`config.mk`:
```
export PLATFORM = sky130hd
export DESIGN_NAME = wb_regfile_demux
export DESIGN_NICKNAME = d
export VERILOG_FILES = /design/src/rtl/wb_regfile_demux.sv
export SDC_FILE = /design/constraint.sdc
export NUM_CORES = 2
export LEC_CHECK = 0
export BUFFER_PORTS_ARGS = -buffer_cell sky130_fd_sc_hd__buf_2
export CORE_MARGIN = 1
export CORE_UTILIZATION = 55
export CTS_CLUSTER_SIZE = 40
export DETAILED_ROUTE_END_ITERATION = 8
export PLACE_DENSITY = 0.72
export SYNTH_ARGS = -nofsm -noshare
export SYNTH_HDL_FRONTEND = slang
export SYNTH_SLANG_ARGS = --single-unit
```
`constraint.sdc`:
```
create_clock -name clk -period 5.3 [get_ports clk]
set_input_delay 0.265 -clock clk [delete_from_list [all_inputs] [get_ports clk]]
set_output_delay 0.265 -clock clk [all_outputs]
set_load 0.01 [all_outputs]
```
`src/rtl/wb_regfile_demux.sv`:
```
// Write-back destination decoder and 32-entry register file.
// The 5-bit destination number from the rt/rd select mux is decoded into
// one-hot write enables (entry 0 never enabled), which update a register
// file with two combinational operand read ports, one synchronous write
// port and one combinational debug read port. Commit tracking outputs
// (wr_onehot, wr_cnt) report the most recent committed write and a
// wrapping count of committed writes.
//
// Handshake: there is no back-pressure. A write is offered by holding
// we=1 with wa/wd stable across a rising edge; it is always accepted on
// that edge unless rst=1 (reset wins) or wa=0 (discarded, not committed).
module wb_regfile_demux #(
  parameter int DATA_W = 32,
  parameter int ADDR_W = 5,
  parameter bit BYPASS = 1'b1
) (
  input  logic                     clk,
  input  logic                     rst,
  input  logic                     we,
  input  logic [ADDR_W-1:0]        wa,
  input  logic [DATA_W-1:0]        wd,
  input  logic [ADDR_W-1:0]        ra_a,
  input  logic [ADDR_W-1:0]        ra_b,
  output logic [DATA_W-1:0]        rd_a,
  output logic [DATA_W-1:0]        rd_b,
  input  logic [ADDR_W-1:0]        dbg_addr,
  output logic [DATA_W-1:0]        dbg_data,
  output logic [(1<<ADDR_W)-1:0]   wr_onehot,
  output logic [15:0]              wr_cnt
);

  localparam int N = 1 << ADDR_W;

  logic [DATA_W-1:0] regs [N];
  logic [N-1:0]      en;
  logic              commit;
  logic              fwd_ok;

  // One-hot write decode; en[0] stays 0 so register 0 is never written.
  // ANDing with we keeps an unknown wa harmless while we=0.
  always_comb begin
    en = '0;
    for (int i = 1; i < N; i++) begin
      en[i] = we & (wa == ADDR_W'(i));
    end
  end

  assign commit = |en;

  // Forwarding is only legal for a write that will actually commit.
  assign fwd_ok = BYPASS && commit && !rst;

  // Register array and commit tracking; reset beats a simultaneous write.
  always_ff @(posedge clk) begin
    if (rst) begin
      for (int i = 0; i < N; i++) begin
        regs[i] <= '0;
      end
      wr_onehot <= '0;
      wr_cnt    <= '0;
    end else begin
      for (int i = 1; i < N; i++) begin
        if (en[i]) regs[i] <= wd;
      end
      if (commit) begin
        wr_onehot <= en;
        wr_cnt    <= wr_cnt + 16'd1;
      end
    end
  end

  // Operand port A: zero register, stored value, or write-first forward.
  always_comb begin
    rd_a = (ra_a == '0) ? '0 : regs[ra_a];
    if (fwd_ok && (wa == ra_a)) rd_a = wd;
  end

  // Operand port B: same rules as port A, evaluated independently.
  always_comb begin
    rd_b = (ra_b == '0) ? '0 : regs[ra_b];
    if (fwd_ok && (wa == ra_b)) rd_b = wd;
  end

  // Debug port always shows the stored contents, never the in-flight write.
  always_comb begin
    dbg_data = (dbg_addr == '0) ? '0 : regs[dbg_addr];
  end

endmodule

```
# After elaboration in Yosys (flattened, before gate mapping)
# Memory sizes are Yosys's and may differ from the RTL's.
# Index checks and enable logic that the tools add are counted.
# word_totals
n_memories	1
out_inout_bits	144
register_bits	47
ramBits	1024
wordCells	238
inputBits	55
# memory_table
memory	depth	width	read_ports	rd_clocked_by_memory_dff	write_ports	line_no	rtl
regs	32	32	3	0	32	34	logic [DATA_W-1:0] regs [N];
# classes
n_bitwise	62
reduce_logical	8
n_addsub	1
mux	131
eq_ne	33
# op_table
operator	n
two-way mux 32 bit	36
two-way mux 1 bit	95
== test 5 bit, second input constant	16
== test 5 x 4 -> 1 bit, second input constant	8
AND 1 bit	31
bitwise OR 1 bit	31
OR reduction 31 bit	1
== test 5 x 3 -> 1 bit, second input constant	4
adder 16 x 1 -> 16 bit, second input constant	1
logical NOT 5 bit	3
== test 5 x 2 -> 1 bit, second input constant	2
== test 5 bit	2
== test 5 x 1 -> 1 bit, second input constant	1
logical AND 1 bit	3
logical NOT 1 bit	1

# Logic depth before layout (Yosys ltp)
# logic_depth
word_depth	6
ltp_mapped	9
depth_no_buf	5

# Worst setup path after synthesis
# Ideal clock, no wire load.
# synth_path
path_kind	input-to-reg
startpoint	input port we
endpoint	memory regs[21][0], enable pin
arrival_ns	3.152
slack_ns	1.682
stages	3
setup_ns	0.466
path_cell_list	clkbuf_1 nand4b_1 o21ai_0
# synth_rtl
element	line_no	rtl
from (decl)	19	input logic we,
to (decl)	34	

# Worst setup path in the final report
# layout_path
startpoint	input port rst
endpoint	output port rd_b[19]
# layout_via
elab_chain_len	4
# layout_lines
element	line_no	rtl
from (decl)	18	input logic rst,
logical NOT 1 bit	51	assign fwd_ok = BYPASS && commit && !rst;
logical AND 1 bit	51	
logical AND 1 bit	81	if (fwd_ok && (wa == ra_b)) rd_b = wd;
two-way mux 32 bit	81	
to (decl)	25	output logic [DATA_W-1:0] rd_b,
# No other way between the ends.

==> impl_metrics.json <==
{
  "regArea_um2": 30700,
  "peakVddDrop_uv": 288,
  "fillCellCount": 7718,
  "crit_buf_inv": 6,
  "synth_cells": 3884,
  "clkTransAtPathRegs_ps": 60,
  "coreArea_um2": 106000,
  "grt_pass1_vias": 41200,
  "wl_mm": 209,
  "die_w_um": 329,
  "drtPass1Iterations": 9,
  "seqPwrFrac_pct": 47.2,
  "port_buffers": 197,
  "powerDensity_nw_per_um2": 326,
  "cts_tree": "done",
  "cp_data_arrival_time_ps": 3530,
  "dieArea_um2": 108000,
  "max_clock_freq_ghz": 0.263,
  "synth_compound_area_share_pct": 7.59,
  "critical_path.slowest_cell": "nand2_1",
  "crit_fanout": 24,
  "synthAdderAreaFrac_pct": 0.0213,
  "dpl.hpwl_mm": 124,
  "synth_edf_count": 992,
  "synth_fp_nets": 3940,
  "power_frac_comb_pct": 17.2,
  "place.gp.congestion": 0.922,
  "finalNonFillerCells": 5421,
  "grt_overflow": 0,
  "avgRoutedWirePerCell_um": 38.5,
  "violations": "DRC",
  "ant_nets": 0,
  "status": "finished, violations left",
  "fin_crit_sh_pct": 71.7,
  "critPathCaptureType": "primary output",
  "ctsHoldBuffers": 1,
  "synth-async-reset-ratio_pct": 0,
  "mostFrequentLayoutCells": "edfxtp_1, mux4_2, nor2_1",
  "clkPwrFrac_pct": 35.6,
  "cts_setup_buffers": 0,
  "finalHoldViolations": 0,
  "cts_max_path_buffers": 3,
  "clock_latency_ps": 700,
  "fin_crit_ps": 3800,
  "cts.htree.levels": 3,
  "setup_viol": 0,
  "crit_family": "buffers and inverters",
  "cts_buffers": 110,
  "setup_tns_ps": 0,
  "synth_top_family_by_area": "multiplexers",
  "drc": 32,
  "critPathMostFrequentCell": "buf_2",
  "die_h_um": 329,
  "cts_resized": 0,
  "grt_start_max_net_pins": 104,
  "cts.sinks": 1039,
  "worstMarginPinSlew_ps": 1310,
  "area_growth_pct": 10.4,
  "final_layout_size_suffix_gt1_share_pct": 34.6,
  "start_util_pct": 55.6,
  "grt_usage_pct": 38.7,
  "critPathKind": "in2out",
  "multi_input_area_um2": 26400,
  "layout_commonest_cell": "edfxtp_1",
  "cap_violations": 0,
  "io-pin-count": 199,
  "total_power_mw": 21.1,
  "critPathLaunchType": "primary input",
  "antenna_found_initial": 3,
  "synth_area_um2": 58700,
  "synth.area.mux_share_pct": 31.2,
  "vias": 42500,
  "synth_xor_area_share_pct": 0.284,
  "max_stage_delay_ps": 670,
  "synth.yosys.seq_area_share_pct": 52.4,
  "drtIter0Drc": 7769,
  "p_int_mw": 15.4,
  "grt_setup_unrepaired": "no",
  "p_switching_mw": 5.76,
  "yosys_warnings": 0,
  "drv_slew": 0,
  "worstPathRequired_ps": 5040,
  "via_per_inst": 7.85,
  "yosys_register_bits": 1039,
  "hold_class": "in2reg",
  "synth-simple-area-share_pct": 5.38,
  "p_leak_nw": 21.7,
  "ys_dominant_reg_cell": "edfxtp_1",
  "avgSynthCellArea_um2": 15.1,
  "grt_pass1_wl_mm": 294,
  "skew_ps": 2.86,
  "rows": 119,
  "maxSlewHeadroom_pct": 12.2,
  "path_cells": "dlygate4sd3_1 -> buf_2 -> clkinv_2 -> buf_4 -> nand2_1 -> inv_1 -> a221o_1 -> buf_2",
  "dpl.cell_count": 5213,
  "synthDistinctLibCells": 57,
  "fin_nets": 3991,
  "swShare_pct": 27.3,
  "cts_root_buf": "clkbuf_16"
}
[through the flow]
step	setup slack (ps)	area [µm²]	util [%]	hold WS (ps)
finish	1500	64800	61.4	79.6
global route	1400	64800	61.4	95.6
CTS	1580	64800	61.4	51.5
detailed placement	1580	61300	58.1	444
global placement	1600	61300	58.1	443
floorplan	1680	58700	-	481
[routing by layer]
layer	part of all wire [%]	wire length (µm)	GRT usage [%]	vias up
met3	17	36000	13.9	745
met5	0.012	26	0	-
met1	33	69800	52.3	21400
met2	42	88700	54.5	4351
li1	-	-	-	16100
met4	6.9	14300	21.9	4
[cell families (layout without fill, tap and decap cells)]
| logic type | after synthesis | count (layout) |
|---|---|---|
| AO/OA/AOI/OAI | 624 | 624 |
| other | 1 | 4 |
| buffers and inverters | 447 | 590 |
| XOR/XNOR | 19 | 19 |
| flip-flops | 1039 | 1039 |
| multiplexers | 971 | 971 |
| AND/OR/NAND/NOR | 782 | 782 |
| adder cells (fa/ha/maj) | 1 | 1 |
[synth_stat cells, drive strengths merged (20+ instances only)]
cell type    n  area (µm²)
edfxtp     992       29800
nor2b       20         125
nand2      104         390
mux2i      148        1480
nor3        22         115
o211ai      21         158
clkbuf     261         980
a221o       85         851
a21oi       89         445
dfxtp       47         941
o22a        29         254
inv         36         135
nor2       584        2190
a221oi      73         639
o22ai       22         138
a22oi       66         495
mux4       670       15100
a22o        33         289
mux2       153        1720
buf        149         742
o21ai      163         827
[power by group through the flow]
stage                     Sequential, mW  Clock, mW  Combinational (mW)
final                               9.99       7.52                3.63
after CTS                           9.96       7.51                3.52
after global placement              10.1          0                3.48
after detailed placement            10.1          0                3.51
after global routing                10.0       7.81                3.71
after floorplan                     9.99          0                2.28
[worst min-delay path, delay by kind of cell]
kind                   cells  cell delay (ps)
AO/OA/AOI/OAI              2              230
buffers and inverters      1              170
AND/OR/NAND/NOR            1               80
[worst paths after layout]
| check | start | endpoint | slack [ps] | depth (start not counted) |
|---|---|---|---|---|
| setup / recovery | rst | rd_b[19] | 1500 | 8 |
| hold / removal | we | wr_cnt[1] | 80 | 4 |
| hold reg to reg | wr_onehot[4] | wr_onehot[4] | 450 | 2 |
| setup reg to reg | wr_cnt[3] | wr_cnt[15] | 3610 | 5 |
[sequential cells by signal (all words and copies together) (netlist names)]
signal / cells
regs: 992
wr_cnt: 16
wr_onehot: 31
[final cells by class]
type,count,area share [%]
inverter,37,0.218
multi-input combinational,2398,40.7
tap,1391,2.69
clock inverter,70,0.829
timing repair buffer,349,3.64
antenna,3,0.0116
sequential,1039,47.4
clock buffer,134,4.49
No activity file was read; power rests on OpenSTA's default activity.
